<file path="src/rtl/seg_scan_hex.sv">
// seg_scan_hex: 8-digit common-anode hex display scanner with per-frame snapshot
//   clk, rst_n      : clock, asynchronous active-low reset
//   en              : 1 = scan, 0 = display dark
//   data, dp_en     : word (nibble i -> digit i) and decimal-point mask, snapshotted per frame
//   blank_lz        : suppress leading zeros (sampled live each tick)
//   an, seg, dp     : active-low registered drives, seg = {a,b,c,d,e,f,g}
//   frame_tick      : one-cycle pulse in the cycle a new frame snapshot is taken
module seg_scan_hex #(
   parameter int SCAN_DIV = 1000
) (
   input  logic        clk,
   input  logic        rst_n,
   input  logic        en,
   input  logic [31:0] data,
   input  logic [7:0]  dp_en,
   input  logic        blank_lz,
   output logic [7:0]  an,
   output logic [6:0]  seg,
   output logic        dp,
   output logic        frame_tick
);
   localparam int PW = SCAN_DIV > 1 ? $clog2(SCAN_DIV) : 1;
   localparam logic [PW-1:0] LAST = PW'(SCAN_DIV - 1);
   localparam logic [0:0] OFF = 1'b0;
   localparam logic [0:0] SCAN = 1'b1;

   logic [PW-1:0] cnt;
   logic [0:0]    state;
   logic [2:0]    idx;
   logic [31:0]   snap_data;
   logic [7:0]    snap_dp;
   logic          tick;
   logic          wrap;
   logic [2:0]    n_idx;
   logic [31:0]   n_data;
   logic [7:0]    n_dp;
   logic [3:0]    nib;
   logic          blank;

   function automatic logic [6:0] glyph(input logic [3:0] n);
      case (n)
         4'h0: glyph = 7'b0000001;
         4'h1: glyph = 7'b1001111;
         4'h2: glyph = 7'b0010010;
         4'h3: glyph = 7'b0000110;
         4'h4: glyph = 7'b1001100;
         4'h5: glyph = 7'b0100100;
         4'h6: glyph = 7'b0100000;
         4'h7: glyph = 7'b0001111;
         4'h8: glyph = 7'b0000000;
         4'h9: glyph = 7'b0000100;
         4'hA: glyph = 7'b0001000;
         4'hB: glyph = 7'b1100000;
         4'hC: glyph = 7'b0110001;
         4'hD: glyph = 7'b1000010;
         4'hE: glyph = 7'b0110000;
         default: glyph = 7'b0111000;
      endcase
   endfunction

   assign tick = en && cnt == LAST;
   // A frame starts on the first tick out of OFF or on the tick leaving digit 7.
   assign wrap = tick && (state == OFF || idx == 3'd7);
   // With SCAN_DIV=1 the counter compare is always true, so gate the pulse during reset.
   assign frame_tick = rst_n && wrap;
   // Outputs are driven from the values idx/snap take on this edge, not the current ones.
   assign n_idx  = wrap ? 3'd0 : idx + 3'd1;
   assign n_data = wrap ? data : snap_data;
   assign n_dp   = wrap ? dp_en : snap_dp;
   assign nib    = n_data[{n_idx, 2'b00} +: 4];
   assign blank  = blank_lz && n_idx != 3'd0 && (n_data >> {n_idx, 2'b00}) == 32'd0;

   always_ff @(posedge clk or negedge rst_n) begin
      if (!rst_n) begin
         cnt       <= '0;
         state     <= OFF;
         idx       <= 3'd0;
         snap_data <= 32'd0;
         snap_dp   <= 8'd0;
         an        <= 8'hFF;
         seg       <= 7'h7F;
         dp        <= 1'b1;
      end else if (!en) begin
         cnt   <= '0;
         state <= OFF;
         idx   <= 3'd0;
         an    <= 8'hFF;
         seg   <= 7'h7F;
         dp    <= 1'b1;
      end else begin
         cnt <= tick ? '0 : cnt + 1'b1;
         if (tick) begin
            state     <= SCAN;
            idx       <= n_idx;
            snap_data <= n_data;
            snap_dp   <= n_dp;
            an        <= blank ? 8'hFF : ~(8'd1 << n_idx);
            seg       <= blank ? 7'h7F : glyph(nib);
            dp        <= blank | ~n_dp[n_idx];
         end
      end
   end
endmodule
</file>
<file path="config.mk">
export PLATFORM = sky130hd
export DESIGN_NAME = seg_scan_hex
export DESIGN_NICKNAME = d
export VERILOG_FILES = /design/src/rtl/seg_scan_hex.sv
export SDC_FILE = /design/constraint.sdc
export NUM_CORES = 1
export LEC_CHECK = 0
export ABC_AREA = 1
export ABC_CLOCK_PERIOD_IN_PS = 4260
export CAP_MARGIN = 30
export CELL_PAD_IN_SITES_DETAIL_PLACEMENT = 0
export CELL_PAD_IN_SITES_GLOBAL_PLACEMENT = 1
export CORE_MARGIN = 2
export CORE_UTILIZATION = 40
export CTS_CLUSTER_DIAMETER = 60
export CTS_CLUSTER_SIZE = 16
export DETAILED_ROUTE_END_ITERATION = 8
export PLACE_DENSITY = 0.88
export SLEW_MARGIN = 20
export SYNTH_ARGS = -nofsm -noshare
export SYNTH_HDL_FRONTEND = slang
export SYNTH_SLANG_ARGS = --single-unit
</file>
<file path="constraint.sdc">
create_clock -name clk -period 4.26 [get_ports clk]
set_clock_uncertainty 0.15 [all_clocks]
set_input_delay 0.852 -clock clk [delete_from_list [all_inputs] [get_ports clk]]
set_output_delay 0.852 -clock clk [all_outputs]
set_load 0.01 [all_outputs]
</file>
==> flow_summary.yaml, run 1 <==
route:
  drt_iter0_drc: 231
  vias: 4186
  drc: 0
  drt-total-wl_um: 12570
  wire_per_inst_um: 15.07
  vias_per_cell: 5.019
  ant_nets: 0
  dr.pass1.iters: 5
placement:
  hpwlAfterDp_um: 9600
  gp_congestion: 0.9648
  dp_cells: 817
  port_buffers: 60
worst_setup_path:
  worstPathCellList: "ha_1, ha_1, or2_1, nand4_2, buf_4, nand2_1, nand3_1, nand3_1, nand3_1, a21boi_1, ha_1, nand2_1, inv_1, o311ai_0, nor2_1, nand2_1, a21oi_1, nand2_1, nor2_2, nand3_4, nand3_1, nand2_1, inv_1"
  rrSetupSlack_ns: 0.50
  crit_required_ns: 4.43
  startpoint_type: "flop"
  arrival_ns: 3.93
  path_max_fanout: 13
  max_stage_delay_ns: 0.41
  crit_top_cell: "nand2_1"
  path_class: "reg -> reg"
  slowest_stage: "dfrtp_1"
  end_kind: "flop"
timing:
  slew_viol_final: 0
  setup_viol: 0
  worst_pin_slew_ns: 0.7817
  slew-limit-headroom_pct: 47.83
  rsz0062_at_grt: "no"
  finalHoldViolations: 0
  finalSetupTns_ns: 0
  fmaxAchievable_mhz: 265.8
  period_needed_ns: 3.762
  min_period_over_period_pct: 88.32
finish:
  layout_common_cells: "nand2_1, inv_1, nor2_1"
  instances_no_fill: 834
  drive_gt1_share_pct: 13.04
  antenna_cells: 0
  finish.net_count: 746
  syn_to_final_growth_pct: 25.27
  fill_cells: 1065
  mostFrequentLayoutCell: "nand2_1"
clocking:
  hold_buffers: 0
  cts_buffer_depth: 2
  cts_buffers: 9
  clk_latency_ns: 0.37
  clk_pin_slew_worst_paths_ns: 0.09
  clock_sinks: 70
  cts_tree: "done"
  htree_levels: 3
  root_buffer: "clkbuf_8"
logic_synthesis:
  ys_warn_count: 0
  synth-edff-count: 0
  synth_ff_type: "dfrtp_1"
  syn-cell-area_mm2: 0.004328
  synthArstFlopShare_pct: 100.0
  ys_seq_area_share_pct: 40.94
  yosys_register_bits: 70
  yosysUniqueCellTypes: 41
  synth_area_per_cell_um2: 7.003
  syn_nets: 671
  syn-instance-count: 618
run_status:
  status: "finished clean"
floorplanning:
  die_x_um: 108.0
  die_h_um: 108.0
  core_mm2: 0.01042
  fp.dieArea_mm2: 0.01167
  start_util_pct: 41.55
  rows: 37
  io-pin-count: 61
grt:
  grt_pass1_wl_um: 20690
  grt_pass1_vias: 4091
  antenna_found_initial: 0
  grt_start_max_net_pins: 71
  grt_usage_pct: 23.05
  grt_overflow: 0
power_and_ir_drop:
  powerDensity_mw_per_mm2: 257.5
  p_leak_nw: 2.721
  ir_drop_uv: 232.6
hold_path:
  hold_path_class: "reg -> reg"
run:
  drv_cap: 0
synthesized netlist by cell type (all sizes together), types with 3 or more instances:
library cell | instances | area [um^2]
nand2 | 196 | 758.2
inv | 90 | 337.8
a21oi | 28 | 147.6
dfrtp | 54 | 1351
ha | 9 | 112.6
nor3 | 15 | 80.08
nor2 | 72 | 292.8
nand3 | 55 | 295.3
o22ai | 3 | 18.77
dfstp | 16 | 420.4
buf | 17 | 108.9
nand4 | 23 | 165.2
or2 | 7 | 43.79
o21ai | 14 | 73.82
clkbuf | 6 | 22.52
metrics by stage:
step | utilization [%] | hold slack [ns] | setup slack (ns) | cell area [um^2] | power (mW)
after floorplan | - | 0.2829 | 0.6401 | 4328 | 0.6947
after global placement | 49.51 | 0.3013 | 0.1543 | 5157 | 0.7546
after detailed placement | 49.51 | 0.3057 | 0.04465 | 5157 | 0.7557
after CTS | 51.71 | 0.3174 | 0.3183 | 5386 | 1.401
after global routing | 52.05 | 0.3432 | 0.01431 | 5421 | 1.444
final | 52.05 | 0.3134 | 0.4977 | 5421 | 1.396
layout make-up:
type	count	area (um^2)	share of cell area, %
clock buffers	9	123.9	2.285
clock inverters	7	105.1	1.939
inverters	90	337.8	6.231
multi-input cells	435	2095	38.63
flip-flops and latches	70	1772	32.68
well taps	136	170.2	3.139
repair buffers	87	818.3	15.09
kinds of logic (layout without fill, tap and decap cells):
| kind of cell | count (synthesis) | in the layout | synth area share, % |
|---|---|---|---|
| AND/OR/NAND/NOR | 372 | 372 | 38.39 |
| buffers and inverters | 113 | 193 | 10.84 |
| flip-flops | 70 | 70 | 40.94 |
| AO/OA/AOI/OAI | 52 | 52 | 6.823 |
| adder cells (fa/ha/maj) | 9 | 9 | 2.602 |
| XOR/XNOR | 2 | 2 | 0.4048 |
critical path: cells and delay by family (launching register included):
| kind | cells | cell delay, ns |
|---|---|---|
| buffers and inverters | 3 | 0.31 |
| DFF | 1 | 0.41 |
| adders and majority gates | 3 | 0.62 |
| and+or+nand+nor | 14 | 1.72 |
| AOI/OAI and AO/OA | 3 | 0.51 |
sequential cells by signal, indices dropped and copies added, names as in the netlist:
name,flops
an,8
snap_data,32
seg,7
state,1
dp,1
idx,3
snap_dp,8
cnt,10
timing repair:
| action | 4_1_cts | 5_1_grt |
|---|---|---|
| setup endpoints to repair | 0 | 13 |
| buffers inserted | 0 | 0 |
| gates resized for setup | 0 | 2 |
worst paths after layout:
path                               startpoint                        to  cells past startpoint
min in group asynchronous               rst_n  snap_data[3]$_DFFE_PN0P_                      2
setup reg to reg           idx[0]$_DFFE_PN0P_         an[3]$_DFFE_PN1P_                     23
hold / removal               cnt[0]$_DFF_PN0_          cnt[0]$_DFF_PN0_                      1
max in group asynchronous               rst_n          cnt[5]$_DFF_PN0_                      3
hold reg to reg              cnt[0]$_DFF_PN0_          cnt[0]$_DFF_PN0_                      1
setup / recovery           idx[0]$_DFFE_PN0P_         an[3]$_DFFE_PN1P_                     23
power by group:
group / internal [mW] / switching, mW / leakage, nW
Clock: 0.339 / 0.312 / 0.112
Combinational: 0.0420 / 0.0345 / 1.76
Sequential: 0.667 / 0.00155 / 0.847
metal layers:
metal / part of all wire [%] / global-route usage, % / up-vias
met5: 0 / 0 / -
met4: 1.6 / 6.319 / 0
met3: 5.8 / 4.822 / 16
met2: 45 / 35.13 / 104
met1: 48 / 33.17 / 1969
li1: - / - / 2097
(Power assumes the default switching activity.)
==> run 2, diff against run 1 <==
Settings changed: CORE_MARGIN 2 to unset.
==> flow_summary.yaml, run 2 (synthesis results as in run 1) <==
worst_setup_path:
  cp.depth: 21
  startpoint_type: "input pin"
  r2r_end: "an[2]$_DFFE_PN1P_"
  end_kind: "flop"
  crit_top_cell: "nand2_1"
  rrSetupSlack_ns: 0.39
  path_max_fanout: 13
  rr_worst_depth: 23
  cpLargestDelayFamily: "simple AND/OR/NAND/NOR gates"
  worstPathCellList: "clkdlybuf4s50_1, buf_4, nand4_2, o211ai_1, nand3_1, nand2_1, nand2_1, nand2_1, ha_1, nand2_1, inv_1, o311ai_0, nor2_1, nand2_1, a21oi_1, nand2_1, nor2_2, nand3_4, nand3_1, nand2_1, inv_1"
  cp_num_buf_inv: 4
  r2r-start: "idx[0]$_DFFE_PN0P_"
  max_stage_delay_ns: 0.55
  crit_required_ns: 4.40
  path_class: "in -> reg"
  slowest_stage: "clkdlybuf4s50_1"
  arrival_ns: 4.02
route:
  drt-total-wl_um: 12220
  vias_per_cell: 5.042
  ant_nets: 0
  drc: 0
  dr.pass1.iters: 5
  vias: 4210
  wire_per_inst_um: 14.64
  drt_iter0_drc: 209
clocking:
  root_buffer: "clkbuf_8"
  cts_buffers: 9
  clk_latency_ns: 0.34
  clk_pin_slew_worst_paths_ns: 0.08
  cts_tree: "done"
  clock_sinks: 70
  cts_buffer_depth: 2
  htree_levels: 3
timing:
  slew_viol_final: 0
  hold_slack_ns: 0.3141
  period_needed_ns: 3.875
  min_period_over_period_pct: 90.95
  fmaxAchievable_mhz: 258.1
  fin_ws_ns: 0.3854
  rsz0062_at_grt: "no"
  setup_viol: 0
  slew-limit-headroom_pct: 53.85
  finalHoldViolations: 0
  worst_pin_slew_ns: 0.6914
finish:
  mostFrequentLayoutCell: "nand2_1"
  layout_common_cells: "nand2_1, inv_1, nor2_1"
  antenna_cells: 0
  reg_top3: "snap_data x32, cnt x10"
  finish.net_count: 747
  instances_no_fill: 835
  regMostFlops: "snap_data"
  syn_to_final_growth_pct: 25.38
  largest_reg_flops: 32
  final_cell_area_mm2: 0.005426
  drive_gt1_share_pct: 13.16
power_and_ir_drop:
  ir_drop_uv: 135.4
  p_leak_nw: 2.723
  powerDensity_mw_per_mm2: 252.4
  total_power_mw: 1.370
hold_path:
  hold_path_class: "reg -> reg"
  holdPathStages: 1
  min_from: "cnt[0]$_DFF_PN0_"
  min_to: "cnt[0]$_DFF_PN0_"
placement:
  dpl-instance-area_mm2: 0.005157
  port_buffers: 60
  gp_congestion: 0.8887
  dp_cells: 817
  hpwlAfterDp_um: 9331
  preCtsSetupSlack_ns: -0.03499
run_status:
  status: "finished clean"
grt:
  antenna_found_initial: 0
  grt_overflow: 0
  grt_pass1_vias: 4263
  grt_start_max_net_pins: 71
  grt_pass1_wl_um: 20600
  grt_usage_pct: 23.44
floorplanning:
  die_x_um: 106.0
  fp.dieArea_mm2: 0.01124
  io-pin-count: 61
  rows: 37
  die_h_um: 106.0
  core_mm2: 0.01042
  start_util_pct: 41.55
run:
  drv_cap: 0
run 2: repair_timing:
action	4_1_cts	5_1_grt
buffers inserted	0	1
hold buffers	0	0
setup endpoints to repair	0	13
resized for setup	0	1
run 2: worst max-delay path by stage:
stage	from	endpoint
3_3_place_gp	en	an[2]$_DFFE_PN1P_
2_1_floorplan	en	an[2]$_DFFE_PN1P_
5_1_grt	idx[0]$_DFFE_PN0P_	seg[6]$_DFFE_PN1P_
6_report	en	an[2]$_DFFE_PN1P_
4_1_cts	idx[0]$_DFFE_PN0P_	an[2]$_DFFE_PN1P_
3_5_place_dp	en	seg[4]$_DFFE_PN1P_
run 2: final cells by class:
type / instances / area, um^2
timing repair buffer: 88 / 825.8
inverter: 90 / 337.8
fill: 1048 / 4990
clock buffer: 9 / 123.9
tap: 136 / 170.2
clock inverter: 7 / 102.6
sequential: 70 / 1772
multi-input combinational: 435 / 2095
run 2: metal layers:
metal | up-vias | wire length (um) | share of wire (%) | track usage [%]
li1 | 2104 | - | - | -
met3 | 10 | 507 | 4.1 | 3.985
met1 | 2007 | 5928 | 48 | 32.77
met5 | - | 0 | 0 | 0
met4 | 0 | 118 | 0.97 | 6.448
met2 | 89 | 5670 | 46 | 37.39
run 2: report_power, final:
group	switching (mW)	internal [mW]	leakage, nW
Clock	0.286	0.337	0.111
Sequential	0.00139	0.667	0.847
Combinational	0.0348	0.0433	1.77
Total	0.322	1.05	2.72
run 2: per-stage QoR:
| step | utilization, % | setup TNS [ns] |
|---|---|---|
| 2_1_floorplan | - | 0 |
| 3_3_place_gp | 49.51 | 0 |
| 3_5_place_dp | 49.51 | -0.1458 |
| 4_1_cts | 51.69 | 0 |
| 5_1_grt | 52.10 | 0 |
| 6_report | 52.10 | 0 |
